File: src/rtl/usb_uvc_pkg.sv
// Shared constants, derived sizing helpers and FSM states for the UVC payload generator.
package usb_uvc_pkg;

  // Bit positions inside the second header byte (BFH)
  localparam int unsigned BFH_EOH = 7;
  localparam int unsigned BFH_ERR = 6;
  localparam int unsigned BFH_EOF = 1;
  localparam int unsigned BFH_FID = 0;

  localparam logic [7:0] HDR_LEN_BYTE = 8'h02;
  localparam logic [7:0] MONO_CHROMA  = 8'h80;

  typedef enum logic [2:0] {
    ST_IDLE,
    ST_HDR0,
    ST_HDR1,
    ST_PAY,
    ST_DONE
  } uvc_state_e;

  function automatic int unsigned uvc_frame_bytes(input int unsigned w, input int unsigned h);
    return w * h * 32'd2;
  endfunction

  function automatic int unsigned uvc_payload(input int unsigned psize);
    return psize - 32'd2;
  endfunction

  function automatic int unsigned uvc_pkt_cnt(input int unsigned fb, input int unsigned pay);
    return (fb + pay - 32'd1) / pay;
  endfunction

  function automatic int unsigned uvc_last_pay(input int unsigned fb, input int unsigned pay);
    return ((fb % pay) == 32'd0) ? pay : (fb % pay);
  endfunction

endpackage

File: src/rtl/usb_uvc_underrun_tmr.sv
// Counts consecutive stalled payload cycles and fires on the UNDER_TMO-th one.
module usb_uvc_underrun_tmr #(
  parameter logic [7:0] UNDER_TMO = 8'd16
) (
  input  logic clk_i,
  input  logic rst_ni,
  input  logic stall_i,
  output logic fire_o
);

  logic [7:0] cnt_q, cnt_d;

  // Fire combinationally so the packet is cut on the same edge; any break in the stall restarts the count
  always_comb begin
    fire_o = stall_i && (cnt_q == (UNDER_TMO - 8'd1));
    cnt_d  = cnt_q;
    if (!stall_i || fire_o) begin
      cnt_d = '0;
    end else begin
      cnt_d = cnt_q + 8'd1;
    end
  end

  // Stall counter register
  always_ff @(posedge clk_i or negedge rst_ni) begin
    if (!rst_ni) begin
      cnt_q <= '0;
    end else begin
      cnt_q <= cnt_d;
    end
  end

endmodule

File: src/rtl/usb_uvc_payload_gen.sv
// UVC isochronous payload packetiser: one header+pixel packet per USB SOF, with underrun/late-SOF abort.
module usb_uvc_payload_gen
  import usb_uvc_pkg::*;
#(
  parameter              FRAME_TYPE  = "YUY2",
  parameter logic [13:0] FRAME_W     = 14'd320,
  parameter logic [13:0] FRAME_H     = 14'd240,
  parameter logic [9:0]  PACKET_SIZE = 10'd802,
  parameter logic [7:0]  GAP_PACKETS = 8'd0,
  parameter logic [7:0]  UNDER_TMO   = 8'd16
) (
  input  logic       clk,
  input  logic       rstn,
  input  logic       usb_sof,
  output logic [7:0] pkt_data,
  output logic       pkt_valid,
  input  logic       pkt_ready,
  output logic       pkt_last,
  output logic       vf_sof,
  output logic       vf_abort,
  input  logic [7:0] vf_byte,
  input  logic       vf_valid,
  output logic       vf_ready,
  output logic       cur_fid,
  output logic       stat_err
);

  localparam int unsigned FRAME_BYTES = uvc_frame_bytes(32'(FRAME_W), 32'(FRAME_H));
  localparam int unsigned PAYLOAD     = uvc_payload(32'(PACKET_SIZE));
  localparam int unsigned PKT_CNT     = uvc_pkt_cnt(FRAME_BYTES, PAYLOAD);
  localparam int unsigned LAST_PAY    = uvc_last_pay(FRAME_BYTES, PAYLOAD);
  localparam bit          IS_MONO     = (FRAME_TYPE == "MONO");

  uvc_state_e  state_q, state_d;
  logic [9:0]  bcnt_q, bcnt_d;
  logic [31:0] pcnt_q, pcnt_d;
  logic [7:0]  gap_q, gap_d;
  logic        fid_q, fid_d;
  logic        abort_pend_q, abort_pend_d;
  logic        stat_err_q, stat_err_d;
  logic        vf_sof_q, vf_sof_d;
  logic        vf_abort_q, vf_abort_d;

  logic        hdr_only, last_pkt, need_src, stall, tmr_fire, acc, fin_acc, pay_last;
  logic [31:0] pay_len;
  logic [7:0]  hdr1_byte;

  usb_uvc_underrun_tmr #(
    .UNDER_TMO(UNDER_TMO)
  ) u_tmr (
    .clk_i  (clk),
    .rst_ni (rstn),
    .stall_i(stall),
    .fire_o (tmr_fire)
  );

  // Packet classification: the kind is fixed by registers that only change at packet end
  always_comb begin
    hdr_only  = abort_pend_q || (gap_q != 8'd0);
    last_pkt  = !hdr_only && (pcnt_q == (PKT_CNT - 32'd1));
    pay_len   = last_pkt ? LAST_PAY : PAYLOAD;
    pay_last  = (32'(bcnt_q) == (pay_len + 32'd1));
    need_src  = !IS_MONO || !bcnt_q[0];
    stall     = (state_q == ST_PAY) && pkt_ready && need_src && !vf_valid;
    hdr1_byte = '0;
    hdr1_byte[BFH_EOH] = 1'b1;
    hdr1_byte[BFH_ERR] = abort_pend_q;
    hdr1_byte[BFH_EOF] = abort_pend_q || last_pkt;
    hdr1_byte[BFH_FID] = fid_q;
  end

  // Endpoint-side outputs; payload passes straight through from the source
  always_comb begin
    pkt_data  = '0;
    pkt_valid = 1'b0;
    pkt_last  = 1'b0;
    vf_ready  = 1'b0;
    case (state_q)
      ST_HDR0: begin
        pkt_data  = HDR_LEN_BYTE;
        pkt_valid = 1'b1;
      end
      ST_HDR1: begin
        pkt_data  = hdr1_byte;
        pkt_valid = 1'b1;
        pkt_last  = hdr_only;
      end
      ST_PAY: begin
        pkt_last = pay_last;
        if (need_src) begin
          pkt_data  = vf_byte;
          pkt_valid = vf_valid;
          vf_ready  = pkt_ready;
        end else begin
          pkt_data  = MONO_CHROMA;
          pkt_valid = 1'b1;
        end
      end
      default: ;
    endcase
  end

  assign acc     = pkt_valid && pkt_ready;
  assign fin_acc = acc && pkt_last;

  // Next-state: a final accept wins over a coincident SOF (which then starts the next packet)
  always_comb begin
    state_d      = state_q;
    bcnt_d       = bcnt_q;
    pcnt_d       = pcnt_q;
    gap_d        = gap_q;
    fid_d        = fid_q;
    abort_pend_d = abort_pend_q;
    stat_err_d   = stat_err_q;
    vf_sof_d     = 1'b0;
    vf_abort_d   = 1'b0;
    case (state_q)
      ST_IDLE: begin
        if (usb_sof) begin
          state_d = ST_HDR0;
          bcnt_d  = '0;
        end
      end
      ST_HDR0, ST_HDR1, ST_PAY: begin
        if (fin_acc) begin
          bcnt_d  = '0;
          state_d = usb_sof ? ST_HDR0 : ST_DONE;
          if (abort_pend_q) begin
            abort_pend_d = 1'b0;
            fid_d        = ~fid_q;
            pcnt_d       = '0;
            gap_d        = GAP_PACKETS;
          end else if (gap_q != 8'd0) begin
            gap_d = gap_q - 8'd1;
          end else if (last_pkt) begin
            fid_d  = ~fid_q;
            pcnt_d = '0;
            gap_d  = GAP_PACKETS;
          end else begin
            pcnt_d = pcnt_q + 32'd1;
          end
        end else if (usb_sof || tmr_fire) begin
          state_d      = ST_DONE;
          bcnt_d       = '0;
          vf_abort_d   = 1'b1;
          stat_err_d   = 1'b1;
          abort_pend_d = 1'b1;
        end else if (acc) begin
          bcnt_d   = bcnt_q + 10'd1;
          state_d  = (state_q == ST_HDR0) ? ST_HDR1 : ST_PAY;
          vf_sof_d = (state_q == ST_HDR0) && (pcnt_q == 32'd0) && !hdr_only;
        end
      end
      ST_DONE: begin
        bcnt_d  = '0;
        state_d = usb_sof ? ST_HDR0 : ST_IDLE;
      end
      default: state_d = ST_IDLE;
    endcase
  end

  // State and counter registers
  always_ff @(posedge clk or negedge rstn) begin
    if (!rstn) begin
      state_q      <= ST_IDLE;
      bcnt_q       <= '0;
      pcnt_q       <= '0;
      gap_q        <= '0;
      fid_q        <= 1'b0;
      abort_pend_q <= 1'b0;
      stat_err_q   <= 1'b0;
      vf_sof_q     <= 1'b0;
      vf_abort_q   <= 1'b0;
    end else begin
      state_q      <= state_d;
      bcnt_q       <= bcnt_d;
      pcnt_q       <= pcnt_d;
      gap_q        <= gap_d;
      fid_q        <= fid_d;
      abort_pend_q <= abort_pend_d;
      stat_err_q   <= stat_err_d;
      vf_sof_q     <= vf_sof_d;
      vf_abort_q   <= vf_abort_d;
    end
  end

  assign vf_sof   = vf_sof_q;
  assign vf_abort = vf_abort_q;
  assign cur_fid  = fid_q;
  assign stat_err = stat_err_q;

endmodule

File: config.mk
export PLATFORM = sky130hd
export DESIGN_NAME = usb_uvc_payload_gen
export DESIGN_NICKNAME = d
export VERILOG_FILES = /design/src/rtl/usb_uvc_pkg.sv /design/src/rtl/usb_uvc_underrun_tmr.sv /design/src/rtl/usb_uvc_payload_gen.sv
export SDC_FILE = /design/constraint.sdc
export NUM_CORES = 1
export LEC_CHECK = 0
export ABC_AREA = 1
export ABC_CLOCK_PERIOD_IN_PS = 2800
export BUFFER_PORTS_ARGS = -buffer_cell sky130_fd_sc_hd__buf_2
export CELL_PAD_IN_SITES_DETAIL_PLACEMENT = 1
export CELL_PAD_IN_SITES_GLOBAL_PLACEMENT = 1
export CORE_MARGIN = 3
export CORE_UTILIZATION = 43
export DETAILED_ROUTE_END_ITERATION = 8
export PLACE_DENSITY = 0.82
export SLEW_MARGIN = 10
export SYNTH_ARGS = -nofsm -noshare
export SYNTH_HDL_FRONTEND = slang
export SYNTH_SLANG_ARGS = --single-unit
File: constraint.sdc
create_clock -name clk -period 2.8 [get_ports clk]
set_input_delay 0.42 -clock clk [delete_from_list [all_inputs] [get_ports clk]]
set_output_delay 0.42 -clock clk [all_outputs]
set_load 0.01 [all_outputs]
==> results by group, run 1 <==
Placed design
  • GP Congestion: 0.8693
  • Post-Place Worst Slack: 0.3847 ns
  • Inst Count DP: 813
  • DP HPWL: 9.709 mm
  • IO Port Bufs: 27

Pwr
  • PwrDens: 641.7 nW/µm²
  • NetSw: 0.001242 W
  • Pleak: 2.308 nW
  • Gate power share: 0.309
  • Clock share of power: 0.310
  • IR drop worst, VDD: 348.3 µV
  • Sw Share: 0.3884
  • Internal power consumption: 0.001956 W
  • Part of the power in registers: 0.381

Floorplan
  • Row cnt: 36
  • Die height: 107.7 µm
  • Placeable core area: 9910 µm²
  • Die ar.: 11590 µm²
  • DIE WIDTH: 107.7 µm
  • # IOs: 28
  • Initial Util: 0.4484

Routing
  • Vias: 4413
  • DR vias/cell: 5.310
  • DRC viols: 0
  • DRT Pass-1 Iters: 4
  • Routed Antenna Nets: 0
  • Iteration-0 DRC Markers: 192
  • Routed WL: 13.05 mm
  • Drt wl/cell: 15.70 µm

Logic synthesis
  • Post-synthesis cell count: 664
  • Yosys warns: 0
  • Synth cell types: 30
  • Mean area per synthesized cell: 6.691 µm²
  • Synthesized area: 4443 µm²
  • Sequential fraction of the synthesis area: 0.3717
  • #FFs+latches synth: 66
  • Syn nets: 683

Run status
  • Status: completed

Critical path
  • Reg2Reg Launch Point: gap_q[0]
  • Critical path class: register to output port
  • Reg2reg path depth: 13
  • Worst endpoint required time: 2.38 ns
  • Crit Path Max Fanout: 6
  • RR Endpoint: pcnt_q[5]
  • Crit path arrival time: 2.16 ns
  • R2R Setup Slk: 0.57 ns
  • Crit path launch type: register
  • Critical path capture point type: output port

Global route
  • Antenna violations before repair: 0
  • Vias in the first global route: 4612
  • First-pass GRT wire length: 22.19 mm
  • GRT overflow: 0
  • Gr usage total: 0.2408
  • Largest net degree at the start of global routing: 48

Clock network
  • Clk root buf: clkbuf_8
  • Skew-Pair Late Insertion Delay: 0.36 ns
  • CTS tree: built
  • Num Clock Sinks: 66
  • H-tree level count: 3
  • CTS max path bufs: 2
  • CTS Buf Count: 9
  • Clock-pin slew on the worst setup and hold paths: 0.08 ns

Final layout
  • Final core occ: 0.5029
  • P&R area growth vs syn: 12.17%
  • Total Nets Final: 712
  • Share of cells above drive strength 1: 0.1060
  • ANT cells: 0
  • Finished Layout Cells: 831
  • Most frequent cells in the layout: 189 x nand2_1, 83 x inv_1, 79 x nor2_1, 72 x nand3_1, 65 x dfrtp_1
  • Fillers: 1318
  • Commonest non-fill, non-tap cell in the layout: nand2_1

STA
  • FMAX: 387.5 MHz
  • Slew Limit Fails: 0
  • Min Tclk post-route: 2.581 ns
  • Final setup viols: 0
  • Slew headroom: 0.5365
  • Setup_tns: 0 ns
  • Unrepaired setup endpoints after global routing: false
  • Max Clock Skew: 0.01146 ns
  • Final hold violation count: 0
  • Worst slew pin tran: 0.6953 ns
  • Hold WS: 0.1001 ns
  • Tcrit/Tclk final: 0.9216
  • Final worst slack: 0.2195 ns

Worst hold path
  • Worst Hold Class: input pin to asynchronous set/reset pin

Flow run
  • Max-cap violations: 0
==> repair_timing <==
action / 4_1_cts / 5_1_grt
hold buffers: 0 / 0
endpoints found under the setup margin: 1 / 1
setup buffers: 0 / 2
cloned: 0 / 0
gates resized for setup: 1 / 5
==> how the worst max path moves through the flow <==
stage                     startpoint     endpoint  slack [ns]  cells after the start
after global routing       pcnt_q[0]  pkt_data[1]       0.005                     12
final                      pcnt_q[0]  pkt_data[1]        0.22                     12
after detailed placement   pcnt_q[0]  pkt_data[1]        0.38                     12
after floorplan            pcnt_q[0]  pkt_data[1]        0.74                     11
after CTS                  pcnt_q[0]  pkt_data[1]        0.03                     12
after global placement     pcnt_q[0]  pkt_data[1]        0.46                     12
==> worst max-delay path: stages, from the launching register on <==
cell	delay (ns)
dfrtp_2	0.42
ha_2	0.22
inv_1	0.09
nor2_4	0.20
nand2_2	0.11
inv_1	0.11
nand2_1	0.06
nor2_1	0.11
nand2_1	0.13
nand2_1	0.12
nand2_1	0.06
nand2_1	0.06
buf_2	0.12
==> power by group through the flow <==
stage	registers [W]	logic [W]	clock network [W]
5_1_grt	0.00124	0.00111	0.00106
6_report	0.00122	0.000987	0.000993
3_5_place_dp	0.00123	0.000968	0
4_1_cts	0.00122	0.000972	0.00101
2_1_floorplan	0.00119	0.000674	0
3_3_place_gp	0.00123	0.000940	0
==> sequential cells by signal, summed over array words and instances, names as in the netlist <==
signal,count
pcnt_q,32
bcnt_q,10
gap_q,8
u_tmr.cnt_q,8
state_q,3
abort_pend_q,1
cur_fid,1
stat_err,1
vf_abort,1
vf_sof,1
==> Yosys cell counts <==
| cell type | number | area [µm²] |
|---|---|---|
| a21oi_1 | 9 | 45.04 |
| and3_1 | 3 | 18.77 |
| buf_2 | 7 | 35.03 |
| buf_6 | 4 | 45.04 |
| clkbuf_1 | 5 | 18.77 |
| dfrtp_1 | 66 | 1652 |
| ha_1 | 6 | 75.07 |
| inv_1 | 83 | 311.6 |
| inv_2 | 4 | 15.01 |
| nand2_1 | 190 | 713.2 |
| nand2_2 | 3 | 18.77 |
| nand2_4 | 1 | 11.26 |
| nand3_1 | 72 | 360.4 |
| nand3b_1 | 3 | 22.52 |
| nand3b_2 | 1 | 11.26 |
| nand4_1 | 14 | 87.58 |
| nor2_1 | 80 | 300.3 |
| nor2_2 | 2 | 12.51 |
| nor2_4 | 1 | 11.26 |
| nor2_8 | 1 | 20.02 |
| nor3_1 | 34 | 170.2 |
| nor3b_1 | 1 | 7.510 |
| nor4_1 | 1 | 6.260 |
| o21a_1 | 1 | 7.510 |
| o21ai_0 | 17 | 85.08 |
| o21ai_1 | 26 | 130.1 |
| o21ai_2 | 6 | 52.55 |
| or2_2 | 1 | 6.260 |
| xnor2_1 | 3 | 26.28 |
| xor2_1 | 19 | 166.4 |
==> per-layer routing <==
metal	vias up	global-route usage	routed length, µm
met5	-	0	0
met4	0	0.09648	306
li1	2181	-	-
met2	63	0.4187	6564
met1	2141	0.2986	5824
met3	28	0.03539	355
==> per-stage QoR <==
stage,area [µm²],total power (W)
2_1_floorplan,4443,0.001859
3_3_place_gp,4708,0.002166
3_5_place_dp,4708,0.002202
4_1_cts,4955,0.003202
5_1_grt,4984,0.003414
6_report,4984,0.003198
==> area by class of cell <==
| class | count | area [µm²] | area share |
|---|---|---|---|
| inverters | 87 | 326.6 | 0.06553 |
| repair buffers | 34 | 212.7 | 0.04268 |
| multi-input cells | 495 | 2384 | 0.4783 |
| well taps | 133 | 166.4 | 0.03339 |
| clock buffers | 9 | 123.9 | 0.02486 |
| flip-flops and latches | 66 | 1653 | 0.3317 |
| clock inverters | 7 | 117.6 | 0.02360 |
==> kinds of logic after synthesis <==
logic type | synth area share
AO/OA/AOI/OAI | 0.07209
XOR/XNOR | 0.04337
adder cells (fa/ha/maj) | 0.01690
buffers and inverters | 0.09575
flip-flops | 0.3717
AND/OR/NAND/NOR | 0.4002
No activity file was read; power rests on OpenSTA's default activity.
==> inputs of run 2 (changes only) <==
--- a/config.mk
+++ b/config.mk
@@ -11,9 +11,9 @@
 export CELL_PAD_IN_SITES_DETAIL_PLACEMENT = 1
 export CELL_PAD_IN_SITES_GLOBAL_PLACEMENT = 1
 export CORE_MARGIN = 3
-export CORE_UTILIZATION = 43
+export CORE_UTILIZATION = 47
 export DETAILED_ROUTE_END_ITERATION = 8
-export PLACE_DENSITY = 0.82
+export PLACE_DENSITY = 0.88
 export SLEW_MARGIN = 10
 export SYNTH_ARGS = -nofsm -noshare
 export SYNTH_HDL_FRONTEND = slang
==> run 2 against run 1 <==
Net effect:
- non-clock buffer count up 3
- critical path depth unchanged
- fmax down 2.4%
- die area down 8.1%
- core utilization up 5.1 points
- count of clock-buffer cells in the layout up 4
- clock power down 11%
==> results by group, run 2 (synthesis results as in run 1) <==
Run status
  • Status: completed

Global route
  • GRT overflow: 0
  • Largest net degree at the start of global routing: 67
  • First-pass GRT wire length: 21.81 mm
  • Vias in the first global route: 4546
  • Gr usage total: 0.2620
  • Antenna violations before repair: 0

Clock network
  • Clock-pin slew on the worst setup and hold paths: 0.08 ns
  • CTS tree: built
  • Clk root buf: clkbuf_8
  • Skew-Pair Late Insertion Delay: 0.36 ns
  • CTS Buf Count: 9
  • Num Clock Sinks: 66
  • H-tree level count: 3
  • CTS max path bufs: 2

Pwr
  • NetSw: 0.001267 W
  • Part of the power in registers: 0.389
  • Total power: 0.003123 W
  • Sw Share: 0.4058
  • Pleak: 2.304 nW
  • IR drop worst, VDD: 250.8 µV
  • Internal power consumption: 0.001856 W
  • PwrDens: 631.4 nW/µm²
  • Gate power share: 0.330
  • Clock share of power: 0.282

Placed design
  • IO Port Bufs: 27
  • GP Congestion: 0.8910
  • DP HPWL: 9.761 mm
  • Post-Place Worst Slack: 0.3089 ns
  • Inst Count DP: 789

STA
  • FMAX: 378.3 MHz
  • Slew headroom: 0.6061
  • Slew Limit Fails: 0
  • Final hold violation count: 0
  • Worst slew pin tran: 0.5870 ns
  • Min Tclk post-route: 2.643 ns
  • Tcrit/Tclk final: 0.9441
  • Final setup viols: 0
  • Max Clock Skew: 0.008145 ns
  • Final worst slack: 0.1565 ns

Final layout
  • Share of cells above drive strength 1: 0.1098
  • Max reg flops: 32
  • Largest Register: pcnt_q
  • Commonest non-fill, non-tap cell in the layout: nand2_1
  • Total Nets Final: 715
  • Most frequent cells in the layout: 189 x nand2_1, 83 x inv_1, 78 x nor2_1, 72 x nand3_1, 65 x dfrtp_1
  • Finished Layout Cells: 809
  • Fillers: 1208
  • P&R area growth vs syn: 11.32%
  • ANT cells: 0
  • Top flop regs: pcnt_q x32, bcnt_q x10

Critical path
  • Crit Path Max Fanout: 6
  • Buf/Inv on CP: 3
  • CP cell instances: ha_2, inv_1, nor2_4, nand2_2, inv_1, nand2_1, nor2_1, nand2_1, nand2_1, nand2_1, nand2_1, buf_2
  • Crit path arrival time: 2.22 ns
  • Critical path's slowest cell: dfrtp_1
  • Critical path capture point type: output port
  • Max incr delay on CP: 0.40 ns
  • CP delay by family, top: simple AND/OR/NAND/NOR gates
  • Worst endpoint required time: 2.38 ns
  • Crit path launch type: register
  • Crit-path most repeated cell: nand2_1
  • Critical path class: register to output port

Floorplan
  • DIE WIDTH: 103.2 µm
  • Die ar.: 10660 µm²
  • Die height: 103.2 µm
  • Initial Util: 0.4973
  • Row cnt: 34
  • Placeable core area: 8934 µm²
  • # IOs: 28

Routing
  • Routed Antenna Nets: 0
  • Routed WL: 13.67 mm
  • Vias: 4472
  • DRC viols: 0
  • Iteration-0 DRC Markers: 176
  • DR vias/cell: 5.528
  • Drt wl/cell: 16.90 µm
  • DRT Pass-1 Iters: 5

Worst hold path
  • Worst Hold Class: input pin to asynchronous set/reset pin

Flow run
  • Max-cap violations: 0
[run 2: stage by stage]
| step | setup TNS [ns] | cell area [µm²] | hold slack (ns) | util |
|---|---|---|---|---|
| after global routing | -0.01340 | 4946 | 0.09893 | 0.5536 |
| after CTS | 0 | 4906 | 0.08445 | 0.5492 |
| after global placement | 0 | 4684 | 0.4419 | 0.5244 |
| after floorplan | 0 | 4443 | 0.1244 | - |
| final | 0 | 4946 | 0.08079 | 0.5536 |
| after detailed placement | 0 | 4684 | 0.4538 | 0.5244 |
[run 2: final timing paths]
| kind | from | end | slack (ns) | cells past startpoint |
|---|---|---|---|---|
| max in group asynchronous | rstn | gap_q[4] | 2.42 | 2 |
| worst max-delay path | pcnt_q[1] | pkt_data[1] | 0.16 | 12 |
| min in group clk | u_tmr.cnt_q[0] | u_tmr.cnt_q[0] | 0.46 | 1 |
| worst min register to register | u_tmr.cnt_q[0] | u_tmr.cnt_q[0] | 0.46 | 1 |
| worst min-delay path | rstn | pcnt_q[25] | 0.08 | 2 |
| worst max register to register | gap_q[0] | pcnt_q[18] | 0.57 | 13 |
[run 2: layout make-up]
| class | instances | area, µm² | share of cell area |
|---|---|---|---|
| inverters | 87 | 326.6 | 0.06603 |
| flip-flops and latches | 66 | 1653 | 0.3342 |
| clock buffers | 13 | 168.9 | 0.03415 |
| multi-input cells | 495 | 2381 | 0.4814 |
| well taps | 108 | 135.1 | 0.02732 |
| repair buffers | 37 | 235.2 | 0.04756 |
| clock inverters | 3 | 46.29 | 0.009360 |
[run 2: repair_timing]
action / CTS / global route
gates resized for setup: 2 / 4
pin swaps: 0 / 1
buffers inserted: 0 / 4
hold buffers: 0 / 0
endpoints found under the setup margin: 1 / 1
[run 2: power by group through the flow]
stage / combinational, W / clock (W) / sequential (W)
6_report: 0.00103 / 0.000880 / 0.00121
3_5_place_dp: 0.000979 / 0 / 0.00123
5_1_grt: 0.00115 / 0.000947 / 0.00123
3_3_place_gp: 0.000941 / 0 / 0.00122
4_1_cts: 0.000999 / 0.000903 / 0.00122
2_1_floorplan: 0.000674 / 0 / 0.00119
[run 2: routing by layer]
| metal | routed length, µm | GRT usage | share of wire | vias up |
|---|---|---|---|---|
| met5 | 0 | 0 | 0 | - |
| met4 | 219 | 0.07869 | 0.016 | 0 |
| met3 | 614 | 0.05164 | 0.045 | 24 |
| met2 | 6455 | 0.4188 | 0.47 | 111 |
| met1 | 6383 | 0.3608 | 0.47 | 2162 |
| li1 | - | - | - | 2175 |
